==> config.mk <==
export PLATFORM = sky130hd
export DESIGN_NAME = rv32_regfile_mp
export DESIGN_NICKNAME = d
export VERILOG_FILES = /design/src/rtl/rv32_regfile_mp.sv
export SDC_FILE = /design/constraint.sdc
export NUM_CORES = 2
export LEC_CHECK = 0
export ABC_AREA = 0
export CORE_ASPECT_RATIO = 0.75
export CORE_MARGIN = 2
export CORE_UTILIZATION = 35
export CTS_CLUSTER_SIZE = 10
export DETAILED_ROUTE_END_ITERATION = 10
export REMOVE_ABC_BUFFERS = 1
export SLEW_MARGIN = 10
export SYNTH_ARGS = -nofsm -noshare
export SYNTH_HDL_FRONTEND = slang
export SYNTH_SLANG_ARGS = --single-unit
==> constraint.sdc <==
create_clock -name clk_i -period 41.4 [get_ports clk_i]
set_clock_uncertainty 0.1 [all_clocks]
set_input_delay 4.14 -clock clk_i [delete_from_list [all_inputs] [get_ports clk_i]]
set_output_delay 4.14 -clock clk_i [all_outputs]
set_load 0.03 [all_outputs]
==> src/rtl/rv32_regfile_mp.sv <==
// Multi-port integer register file for the rv32im core with write-to-read bypass
// and a per-register busy scoreboard for dual-issue and multi-cycle writeback.
module rv32_regfile_mp #(
    parameter int XLEN     = 32,
    parameter int AW       = 5,
    parameter int NRP      = 3,
    parameter int NWP      = 2,
    parameter int ZERO_REG = 1,
    parameter int BYPASS   = 1
) (
    input  logic                  clk_i,
    input  logic                  rst_i,
    input  logic [NWP-1:0]        we_i,
    input  logic [NWP*AW-1:0]     rd_addr_i,
    input  logic [NWP*XLEN-1:0]   val_rd_i,
    input  logic [NRP*AW-1:0]     rs_addr_i,
    output logic [NRP*XLEN-1:0]   val_rs_o,
    input  logic                  sb_set_i,
    input  logic [AW-1:0]         sb_set_addr_i,
    output logic [NRP-1:0]        busy_o,
    output logic [(2**AW)-1:0]    busy_vec_o
);

    localparam int NREG = 2**AW;

    logic [XLEN-1:0] regs    [NREG];
    logic [XLEN-1:0] wr_data [NREG];
    logic [NREG-1:0] wr_hit;
    logic [NREG-1:0] busy;
    logic [NREG-1:0] busy_nxt;
    logic [AW-1:0]   raddr   [NRP];

    for (genvar p = 0; p < NRP; p++) begin : g_raddr
        assign raddr[p] = rs_addr_i[p*AW +: AW];
    end

    // Per-register write select; ports are scanned low to high so the highest
    // enabled port with a matching address overrides earlier ones.
    always_comb begin
        wr_hit = '0;
        for (int r = 0; r < NREG; r++) begin
            wr_data[r] = regs[r];
        end
        for (int k = 0; k < NWP; k++) begin
            if (we_i[k]) begin
                for (int r = 0; r < NREG; r++) begin
                    if (rd_addr_i[k*AW +: AW] == AW'(r)) begin
                        wr_hit[r]  = 1'b1;
                        wr_data[r] = val_rd_i[k*XLEN +: XLEN];
                    end
                end
            end
        end
        if (ZERO_REG != 0) begin
            wr_hit[0]  = 1'b0;
            wr_data[0] = '0;
        end
    end

    // A new producer issuing on the same register as a retiring one keeps it busy.
    always_comb begin
        busy_nxt = busy & ~wr_hit;
        if (sb_set_i) begin
            for (int r = 0; r < NREG; r++) begin
                if (sb_set_addr_i == AW'(r)) begin
                    busy_nxt[r] = 1'b1;
                end
            end
        end
        if (ZERO_REG != 0) begin
            busy_nxt[0] = 1'b0;
        end
    end

    always_ff @(posedge clk_i or posedge rst_i) begin
        if (rst_i) begin
            for (int r = 0; r < NREG; r++) begin
                regs[r] <= '0;
            end
            busy <= '0;
        end else begin
            for (int r = 0; r < NREG; r++) begin
                if (wr_hit[r]) begin
                    regs[r] <= wr_data[r];
                end
            end
            busy <= busy_nxt;
        end
    end

    always_comb begin
        val_rs_o = '0;
        busy_o   = '0;
        for (int p = 0; p < NRP; p++) begin
            val_rs_o[p*XLEN +: XLEN] = regs[raddr[p]];
            busy_o[p]                = busy[raddr[p]];
            if (BYPASS != 0) begin
                for (int k = 0; k < NWP; k++) begin
                    if (we_i[k] && (rd_addr_i[k*AW +: AW] == raddr[p])) begin
                        val_rs_o[p*XLEN +: XLEN] = val_rd_i[k*XLEN +: XLEN];
                        busy_o[p]                = 1'b0;
                    end
                end
            end
            if ((ZERO_REG != 0) && (raddr[p] == '0)) begin
                val_rs_o[p*XLEN +: XLEN] = '0;
                busy_o[p]                = 1'b0;
            end
            // Bypass paths are combinational, so reset must mask them explicitly.
            if (rst_i) begin
                val_rs_o[p*XLEN +: XLEN] = '0;
                busy_o[p]                = 1'b0;
            end
        end
    end

    assign busy_vec_o = rst_i ? '0 : busy;

endmodule

==> out/results.md <==
* 495000 um — first-pass GRT wire length
* 0 — final number of setup-violating endpoints
* 4.83% — Slew HR
* 27.07 ns — post-route setup slack
* sky130_fd_sc_hd__nand2_1 — slowest cell on the critical path
* 0.0751 mm2 — Cell Area, Synth
* primary input — startpoint kind of the worst setup timing path
* 34.1% — top-area cell type share of the netlist area
* 0.218 mm2 — Die Area
* 37.16 ns — required time at the worst-slack endpoint
* 20.7k — filler instances
* 0 — final slew viol count
* 0.0000369 V — VDD IR max
* 214000 um — final HPWL from detailed placement
* 0.214 mm2 — area of the core
* built — CTS tree
* 45.7 mW/mm2 — power per unit of standard cell area
* 539 um — die boundary width
* sky130_fd_sc_hd__dfrtp_1 — Synth area leader
* 68.4k — vias after detailed routing
* 1.42 ns — transition time at the pin with the least slew margin
* 0 ns — Sum Neg Setup Slack
* 0.73 ns — Skew-Pair Late Insertion Delay
* 116 — total clock buffers created by CTS
* 0.0256 mm2 — sequential cell area in the final layout
* 10.09 ns — arrival time of the worst setup path
* 34.6 nW — P_leak
* 3 — Longest Clk Path Bufs
* 35.1% — effective utilization at floorplan
* complete, no violations — outcome
* 12.3k — Detailed Route Iter0 Violations
* 0.978 — Final GP Congestion
* 0.0460 mm2 — area used by multi-input combinational logic
* 18 — antenna violations before repair
* 35.6 um — average routed wire per standard cell
* 228 — number of buffers inserted by port buffering
* primary input to output pin — crit path kind
* 0 — post-cts sizing count
* 6.86 — DR vias/cell
* 0.06 ns — clock-pin transition on the worst setup and hold timing paths
* 7 — number of optimization iterations in the first detailed-route pass
* 0 — # hold bufs at CTS
* 34.1% — sequential cell area fraction in the yosys report
* 0.0793 mm2 — post-placement cell area
* sky130_fd_sc_hd__dfrtp_1 (34%), sky130_fd_sc_hd__mux4_2 (18%), sky130_fd_sc_hd__mux2i_1 (18%) — largest cells by area after synthesis
* sky130_fd_sc_hd__dfrtp_1 — prevailing post-synth register cell
* 355000 um — final routed wirelength across all metal layers
* 0 — postcts setup bufs
* 1023 — number of sinks on the clock net
* 9.86% — Area Growth Syn to Fin
* sky130_fd_sc_hd__clkdlybuf4s50_1 — cell type with the highest occurrence count on the critical path
* sky130_fd_sc_hd__mux2i_1 — count leader, synth
* sky130_fd_sc_hd__clkbuf_16 — Clk Tree Root Cell
* 64.0k — number of global-route vias before repair
* 34.6% — post-route clock period utilization
* 147 — Core Rows
* 69.8 MHz — timing-limited maximum frequency
* 0.508 ns — WHS
* 174 — largest net degree at the start of global routing
* 9967 — Cell Count, Final, Fillers Out
* 38.6% — final core utilization
* 230 — number of I/O pins
* 0 — Post-synth EDFFs
* 0.0825 mm2 — final cell area excluding filler cells
* 3.77 mW — total power
* 14.33 ns — Final Critical Period
* output pin — Setup crit end kind
* 0 — warning count from the yosys run
* no — setup repair after global routing missed its margin
* 0 — total congestion overflow
* 0 — Final Hold Vio Count
* 19 — worst-path fanout max
* 0 — number of max-cap violations
* 1.08 ns — largest stage delay on the critical path
* 100% — share of flip-flops with an asynchronous set or reset after synthesis
* 3 — Clock H-tree levels
* 27.43 ns — Worst Setup Slack post-DPL
* 0 — residual antenna-violating net count after detailed routing
* 7448 — synthesized instance count
* 0 — DR DRC count
* 405 um — die span in y
* 9810 — placed insts
* 7198 — NumNets Final
* clkdlybuf4s50_1 -> xor2_1 -> nor4_1 -> nand3_2 -> buf_4 -> nand2_1 -> a21oi_1 -> a221oi_1 -> clkdlybuf4s50_1 — CP cell instances
* 10.1 um2 — synthesized area per cell
* 65 — number of distinct library cells after synthesis
* 1023 — count of state elements after synthesis
* sky130_fd_sc_hd__mux2i_1 (1325), sky130_fd_sc_hd__dfrtp_1 (1023), sky130_fd_sc_hd__a21oi_1 (913) — leading post-synthesis cells by instance count
* 31.5% — total track usage
* 17.0% — share of post-route cells with drive strength above 1
* register to register — classification of the worst-slack hold path
[cell families after synthesis]
group	after synthesis	synth area share [%]
other	1	0.00499
muxes	2047	37.4
DFF	1023	34.1
buffers and inverters	950	5.55
AOI/OAI and AO/OA	1771	13.4
and+or+nand+nor	1626	9.15
xor gates and xnor gates	30	0.350
[critical path: cells and delay by family]
family,cells,cell delay [ns]
AND/OR/NAND/NOR,3,2.26
buffers and inverters,3,2.22
AO/OA/AOI/OAI,2,1.05
XOR/XNOR,1,0.34
[final cells by class]
| class | instances | area share, % |
|---|---|---|
| Clock inverter | 7 | 0.102 |
| Antenna cell | 2 | 0.00606 |
| Tap cell | 2831 | 4.29 |
| Multi-Input combinational cell | 5475 | 55.7 |
| Inverter | 10 | 0.0546 |
| Clock buffer | 146 | 3.74 |
| Timing Repair Buffer | 473 | 5.10 |
| Sequential cell | 1023 | 31.0 |
[registers in the layout, summed over array words and instances, names as in the netlist]
name	flops
busy	31
regs	992
[where the power goes]
| group | leakage, nW | switching (mW) | internal, mW |
|---|---|---|---|
| sequential | 12.3 | 0.312 | 1.27 |
| combinational | 20.8 | 0.587 | 0.636 |
| clock | 1.54 | 0.454 | 0.513 |
[layout by cell type (no fill, tap or decap), drive strengths merged, types with 17 or more instances in the layout]
cell,instances
a211oi,56
a21oi,913
a221oi,55
a22oi,92
a32o,17
and2,19
buf,258
clkbuf,148
clkdlybuf4s50,213
dfrtp,1023
mux2,124
mux2i,1325
mux4,598
nand2,450
nand2b,25
nand3,75
nor2,864
nor2b,70
nor3,34
nor4,25
o2111ai,25
o211ai,22
o21ai,415
o22ai,85
xor2,27
[final timing paths]
| kind | start | endpoint | slack, ns | cells after the start |
|---|---|---|---|---|
| min in group asynchronous | rst_i | regs[411] | 3.75 | 3 |
| min reg2reg | busy[27] | busy[27] | 0.51 | 2 |
| max in group asynchronous | rst_i | regs[245] | 34.18 | 6 |
| max reg2reg | regs[749] | regs[749] | 40.41 | 2 |
| max | rd_addr_i[8] | val_rs_o[43] | 27.07 | 9 |
| min | busy[27] | busy[27] | 0.51 | 2 |
[routing by layer]
layer | vias to the layer above | GRT usage (%) | share of wire, %
li1 | 26900 | - | -
met1 | 33800 | 42.9 | 38
met2 | 6473 | 41.8 | 39
met3 | 1234 | 14.1 | 17
met4 | 42 | 15.6 | 5.6
met5 | - | 0.330 | 0.12
Note: power is estimated with default switching activity, not from simulation.
